[src/rtl/pipeline_control.sv]
// Stall/flush sequencer for the five-stage pipeline: drives latch en/flush pairs and PC enable.
// Optional stall/flush performance counters are built when PIPE_PERF_CNT_EN is defined.
module pipeline_control #(
    parameter int REG_W = 5,
    parameter int CNT_W = 32
) (
    input  logic             CLK,
    input  logic             nRST,
    input  logic             ihit,
    input  logic             dhit,
    input  logic             mem_dREN,
    input  logic             mem_dWEN,
    input  logic             mem_pcsrc,
    input  logic             ex_dREN,
    input  logic [REG_W-1:0] ex_Rt,
    input  logic [REG_W-1:0] id_Rs,
    input  logic [REG_W-1:0] id_Rt,
    input  logic             wb_halt,
    output logic             pc_en,
    output logic             fd_en,
    output logic             fd_flush,
    output logic             de_en,
    output logic             de_flush,
    output logic             em_en,
    output logic             em_flush,
    output logic             mw_en,
    output logic             mw_flush,
`ifdef PIPE_PERF_CNT_EN
    output logic [CNT_W-1:0] stall_cnt,
    output logic [CNT_W-1:0] flush_cnt,
`endif
    output logic             halted
);

    typedef enum logic {
        RUN    = 1'b0,
        HALTED = 1'b1
    } state_t;

    state_t state_r;
    state_t state_next_s;
    logic   mem_busy_s;
    logic   lu_haz_s;
    logic   pc_en_s, fd_en_s, fd_flush_s, de_en_s, de_flush_s;
    logic   em_en_s, em_flush_s, mw_en_s, mw_flush_s;

    assign mem_busy_s = (mem_dREN | mem_dWEN) & ~dhit;
    assign lu_haz_s   = ex_dREN & (ex_Rt != {REG_W{1'b0}}) &
                        ((ex_Rt == id_Rs) | (ex_Rt == id_Rt));

    // State register; HALTED is only left through reset.
    always_ff @(posedge CLK or negedge nRST) begin
        if (!nRST) begin
            state_r <= RUN;
        end else begin
            state_r <= state_next_s;
        end
    end

    // Priority decode of latch controls and next state.
    always_comb begin
        state_next_s = state_r;
        pc_en_s      = 1'b0;
        fd_en_s      = 1'b0;
        fd_flush_s   = 1'b0;
        de_en_s      = 1'b0;
        de_flush_s   = 1'b0;
        em_en_s      = 1'b0;
        em_flush_s   = 1'b0;
        mw_en_s      = 1'b0;
        mw_flush_s   = 1'b0;
        case (state_r)
            RUN: begin
                if (wb_halt) begin
                    state_next_s = HALTED;
                end else if (mem_busy_s) begin
                    state_next_s = RUN;
                end else if (mem_pcsrc) begin
                    // The branch in memory retires; everything younger is squashed.
                    pc_en_s    = 1'b1;
                    fd_en_s    = 1'b1;
                    fd_flush_s = 1'b1;
                    de_en_s    = 1'b1;
                    de_flush_s = 1'b1;
                    em_en_s    = 1'b1;
                    em_flush_s = 1'b1;
                    mw_en_s    = 1'b1;
                end else if (!ihit) begin
                    fd_en_s    = 1'b1;
                    fd_flush_s = 1'b1;
                    de_en_s    = 1'b1;
                    em_en_s    = 1'b1;
                    mw_en_s    = 1'b1;
                end else if (lu_haz_s) begin
                    de_en_s    = 1'b1;
                    de_flush_s = 1'b1;
                    em_en_s    = 1'b1;
                    mw_en_s    = 1'b1;
                end else begin
                    pc_en_s    = 1'b1;
                    fd_en_s    = 1'b1;
                    de_en_s    = 1'b1;
                    em_en_s    = 1'b1;
                    mw_en_s    = 1'b1;
                end
            end
            HALTED: begin
                state_next_s = HALTED;
            end
            default: begin
                state_next_s = RUN;
            end
        endcase
    end

    // Controls are same-cycle but forced low while reset is held.
    assign pc_en    = pc_en_s    & nRST;
    assign fd_en    = fd_en_s    & nRST;
    assign fd_flush = fd_flush_s & nRST;
    assign de_en    = de_en_s    & nRST;
    assign de_flush = de_flush_s & nRST;
    assign em_en    = em_en_s    & nRST;
    assign em_flush = em_flush_s & nRST;
    assign mw_en    = mw_en_s    & nRST;
    assign mw_flush = mw_flush_s & nRST;
    assign halted   = (state_r == HALTED);

`ifdef PIPE_PERF_CNT_EN
    logic             stall_s;
    logic             flush_s;
    logic [CNT_W-1:0] stall_cnt_r;
    logic [CNT_W-1:0] flush_cnt_r;

    // Classify the current RUN cycle for the counters.
    always_comb begin
        stall_s = 1'b0;
        flush_s = 1'b0;
        if ((state_r == RUN) && !wb_halt) begin
            stall_s = mem_busy_s | (!mem_pcsrc & (!ihit | lu_haz_s));
            flush_s = !mem_busy_s & mem_pcsrc;
        end else begin
            stall_s = 1'b0;
            flush_s = 1'b0;
        end
    end

    // Saturating activity counters.
    always_ff @(posedge CLK or negedge nRST) begin
        if (!nRST) begin
            stall_cnt_r <= {CNT_W{1'b0}};
            flush_cnt_r <= {CNT_W{1'b0}};
        end else begin
            if (stall_s && (stall_cnt_r != {CNT_W{1'b1}})) begin
                stall_cnt_r <= stall_cnt_r + {{(CNT_W-1){1'b0}}, 1'b1};
            end
            if (flush_s && (flush_cnt_r != {CNT_W{1'b1}})) begin
                flush_cnt_r <= flush_cnt_r + {{(CNT_W-1){1'b0}}, 1'b1};
            end
        end
    end

    assign stall_cnt = stall_cnt_r;
    assign flush_cnt = flush_cnt_r;
`endif

endmodule

[config.mk]
export PLATFORM = sky130hd
export DESIGN_NAME = pipeline_control
export DESIGN_NICKNAME = d
export VERILOG_FILES = /design/src/rtl/pipeline_control.sv
export SDC_FILE = /design/constraint.sdc
export NUM_CORES = 1
export LEC_CHECK = 0
export BUFFER_PORTS_ARGS = -buffer_cell sky130_fd_sc_hd__buf_2
export CAP_MARGIN = 20
export CORE_AREA = 2 2 39 41
export CTS_CLUSTER_DIAMETER = 80
export CTS_CLUSTER_SIZE = 40
export DETAILED_ROUTE_END_ITERATION = 6
export DIE_AREA = 0 0 41 43
export PLACE_DENSITY = 0.53
export SLEW_MARGIN = 30
export SYNTH_ARGS = -nofsm -noshare
export SYNTH_HDL_FRONTEND = slang
export SYNTH_SLANG_ARGS = --single-unit
[constraint.sdc]
create_clock -name CLK -period 1.7 [get_ports CLK]
set_clock_uncertainty 0.2 [all_clocks]
set_input_delay 0.255 -clock CLK [delete_from_list [all_inputs] [get_ports CLK]]
set_output_delay 0.255 -clock CLK [all_outputs]
set_load 0.02 [all_outputs]
# After elaboration in Yosys (flattened, before gate mapping)
# Index checks and enable logic that the tools add are counted.
[word_totals]
mem_bits_ro = 0
memories = 0
ff_bits = 1
latchBits = 0
mem_bits_rw = 0
output_inout_bits = 10
input_bits = 24
wordCells = 48
[classes]
n_bitwise = 13
shifts = 0
n_mul = 0
div = 0
muxes = 31
eq_ne = 2
n_reduce_logical = 1
order_cmp = 0
n_addsub = 0
[op_table]
columns = ["operator", "n"]
rows = [
  ["1-bit two-way mux", 30],
  ["5-bit equality test", 2],
  ["1-bit AND", 9],
  ["5-bit nonzero test", 1],
  ["1-bit inverter", 2],
  ["1-bit OR", 2],
  ["1-bit case mux with 2 select lines", 1],
]

# Depth between registers and ports, before layout
[depth]
ltp_word = 10
mapped_depth = 5
mapped_depth_nobuf = 5

# Least setup slack after synthesis
# OpenSTA, ideal clock, no wires.
[synth_timing]
kind = "register to output"
start = "register state_r, in the netlist halted"
end = "output port pc_en"
t_required_ns = 1.245
stages_incl_launch_ff = 6
path_slack_ns = -0.214
t_arrival_ns = 1.459
path_buffers = 0
path_cell_list = "dfrtp_1 -> nor2_1 -> o211ai_1 -> inv_1 -> o21ai_0 -> a31oi_1"
[synth_between]
elab_chain_cells = 2
[synth_lines]
columns = ["item", "line_no", "rtl"]
rows = [
  ["start, declared", "40", "state_t state_r;"],
  ["start signal, assigned", "56", "state_r <= state_next_s;"],
  ["1-bit two-way mux", "72", "case (state_r)"],
  ["1-bit AND", "117", "assign pc_en = pc_en_s & nRST;"],
  ["end, declared", "19", "output logic pc_en,"],
]
# No other way between the ends.

# Worst setup path in the final report
[layout_timing]
start = "input port ex_Rt[4]"
end = "output port pc_en"
[layout_between]
elab_chain_cells = 10
elab_cells_between_ends = 13
cone_classes = "2 x eq/ne; 6 x mux; 4 x bitwise; 1 x reduce/logical"
[layout_lines]
columns = ["item", "line_no", "rtl"]
rows = [
  ["start, declared", "15", "input logic [REG_W-1:0] ex_Rt,"],
  ["5-bit equality test or 5-bit nonzero test (tied branches)", "49, 48", ""],
  ["1-bit OR or 1-bit AND (tied branches)", "49, 48", ""],
  ["1-bit AND *", "48", "assign lu_haz_s = ex_dREN & (ex_Rt != {REG_W{1'b0}}) &"],
  ["1-bit two-way mux *", "94", "end else if (lu_haz_s) begin"],
  ["1-bit two-way mux *", "88", "end else if (!ihit) begin"],
  ["1-bit two-way mux *", "78", "end else if (mem_pcsrc) begin"],
  ["1-bit two-way mux *", "76", "end else if (mem_busy_s) begin"],
  ["1-bit two-way mux *", "74", "if (wb_halt) begin"],
  ["1-bit two-way mux *", "72", ""],
  ["1-bit AND *", "117", ""],
]
# Mark *: on every way between the ends. The rest lies on a longest branch, timed or not.

==> impl_results.md <==
- # diodes: 0
- Leakage: ~0.27 nW
- Initial Utilization: 0.1772
- Initial antenna violation count: 0
- Netlist Area Pre-Place: between 200 and 250 um^2
- Fin cells: 87
- PwrDens: about 220 nW/um^2
- Synth top area share: 0.3571
- Tot GR Track Use: 0.09109
- Share of cells above drive strength 1: 0.6761
- Overflow after GRT: 0
- Final core area utilization: 0.3797
- Max FFs per register: 1
- Hold EP: halted$_DFF_PN0_
- Final Cycle Share: 1.098
- Synth Area in Adders: 0
- DR iter-0 viols: 0
- Die area: roughly 1800 um^2
- HP Class: in -> reg
- Post-synth top flop: dfrtp_1
- Failing checks: negative setup slack
- Async SR Flop Fraction: 1.000
- Area fraction in compound gates after synthesis: 0.1990
- Final worst setup slack: -0.1662 ns
- Hold path start: wb_halt
- CP required: around 1.2 ns
- Std cell rows: 14
- Die height: roughly 43 um
- RSZ-0062 raised after global routing: yes
- Routed WL: between 700 and 800 um
- Synthesized instance count: 35
- DRT antenna net count: 0
- Nets@finish: 97
- Via count: about 360
- WHS Path Cells: 3
- Reg-to-reg setup timing slack: between 0.8 and 0.9 ns
- Outcome: finished with violations
- Reg-to-Reg Start: halted$_DFF_PN0_
- Mux cell area share after synthesis: 0
- First-pass GRT wire length: roughly 1200 um
- Area Growth Syn to Fin: 114.3%
- Share of the yosys chip area belonging to registers: 0.1020
- DRC: 0
- Synth cell count leaders: xnor2_1, nor2_1, buf_4, inv_1
- Top cells by area, synth: xnor2_1, dfrtp_1, buf_4, nor2_1, a31oi_1
- Mapped Nets: approximately 60
- Simple logic cell fraction of the synthesized area: 0.1888
- Max Cap Viol: 0
- Crit end category: output pin
- Post-synth top area cell: xnor2_1
- Post-layout min period: 1.866 ns
- Maximum vdd drop: approximately 73 uV
- Worst-Skew Late Latency: 0 ns
- CP arrival: 1.41 ns
- Type of the worst setup path: in -> out
- EDFF count, synth: 0
- Routability cong.: approximately 0.65
- Pre-CTS setup slack: -0.2767 ns
- Mean Syn Cell Area: around 7 um^2
- Synth warn: 0
- Wire per inst: 8.310 um
- Post-CTS setup buffers: 0
- FF-to-FF End: halted$_DFF_PN0_
- Reg clk slew, reported paths: 0 ns
- Area of the core: approximately 1400 um^2
- DPL Wire Length: 688.6 um
- Synth Area in XOR/XNOR: 0.3571
- Cell area after placement: roughly 470 um^2
- Fin area: ~530 um^2
- Vias per inst: ~4.1
- Post-Place Cells: 86
- Fmax: 0.5359 GHz
- Flops & latches, synth: 1
- CP max FO: 3
- Main combinational cell family by area after synthesis: XOR/XNOR gates
- Worst reg2reg path depth: 2
- Setup violators final: 3
- Max Slew Vio Count: 0
- IO buf count: 32
- Library cells used by synthesis: 16
- CP startpoint kind: input pin
- DRT Pass-1 Iters: 1
- Io pins: 34
- Final hold vios: 0
- Leading cell type by number of instances after synthesis: xnor2_1
- Filler cells: around 150
- Vias in the first global route: roughly 330
- Die X: ~40 um
- Hold_ws: roughly 0.25 ns
- Largest net degree at the start of global routing: 6
==> through the flow <==
step | total power [W] | TNS [ns]
CTS | 0.0001084 | -0.6190
detailed placement | 0.0001052 | -0.7435
global route | 0.0001266 | -0.5295
floorplan | 0.00006041 | -0.1242
global placement | 0.0001041 | -0.6826
finish | 0.0001161 | -0.4442
==> what timing repair did <==
action	4_1_cts	5_1_grt
pin swaps	4	3
cloned	0	0
setup endpoints to repair	3	3
hold buffers	1	0
endpoints found under the hold margin	1	0
gates resized for setup	5	5
==> worst max-delay path by stage <==
stage | cells after the start | to | slack [ns] | from
2_1_floorplan | 3 | pc_en | -0.05 | ex_Rt[1]
3_3_place_gp | 5 | de_flush | -0.25 | ex_Rt[1]
3_5_place_dp | 5 | de_flush | -0.28 | ex_Rt[1]
4_1_cts | 5 | pc_en | -0.21 | ex_Rt[4]
5_1_grt | 5 | de_flush | -0.19 | ex_Rt[4]
6_report | 5 | pc_en | -0.17 | ex_Rt[4]
==> cells in the final DEF (no fill, tap or decap), types with 2 or more instances in the layout <==
cell,netlist,final
buf_6,0,3
buf_2,0,27
nor2_2,0,2
nor2_1,4,2
nand3_1,2,2
a31oi_2,0,2
inv_1,3,2
buf_4,3,8
xnor2_1,10,9
nand2_1,2,2
==> worst max-delay path: stages <==
cell     delay (ns)
buf_6          0.09
or4_4          0.52
o21a_4         0.22
a31oi_2        0.16
buf_4          0.16
==> layout make-up <==
type / count / area [um^2] / area share
Timing Repair Buffer: 39 / 239.0 / 0.4548
Multi-Input combinational cell: 28 / 229.0 / 0.4357
Sequential cell: 1 / 26.28 / 0.05000
Tap cell: 16 / 20.02 / 0.03810
Inverter: 3 / 11.26 / 0.02143
==> routing by layer <==
| layer | part of all wire | up-vias | routed length, um | track usage |
|---|---|---|---|---|
| met5 | 0 | - | 0 | 0 |
| met4 | 0 | 0 | 0 | 0 |
| met3 | 0.089 | 0 | 64 | 0 |
| met2 | 0.51 | 17 | 371 | 0.1656 |
| met1 | 0.40 | 156 | 288 | 0.1210 |
| li1 | - | 186 | - | - |
==> report_power, final <==
group,internal (W),switching (W),total [W]
sequential,0.0000242,0.0000000000000000000306,0.0000242
combinational,0.0000556,0.0000363,0.0000919
clock,0,0,0
==> logic make-up (layout without fill, tap and decap cells) <==
family / count (synthesis) / in the layout
xor gates and xnor gates: 10 / 10
and+or+nand+nor: 10 / 10
AOI/OAI and AO/OA: 7 / 7
buffers and inverters: 6 / 42
other: 1 / 1
DFF: 1 / 1
No activity file was read; power rests on OpenSTA's default activity.
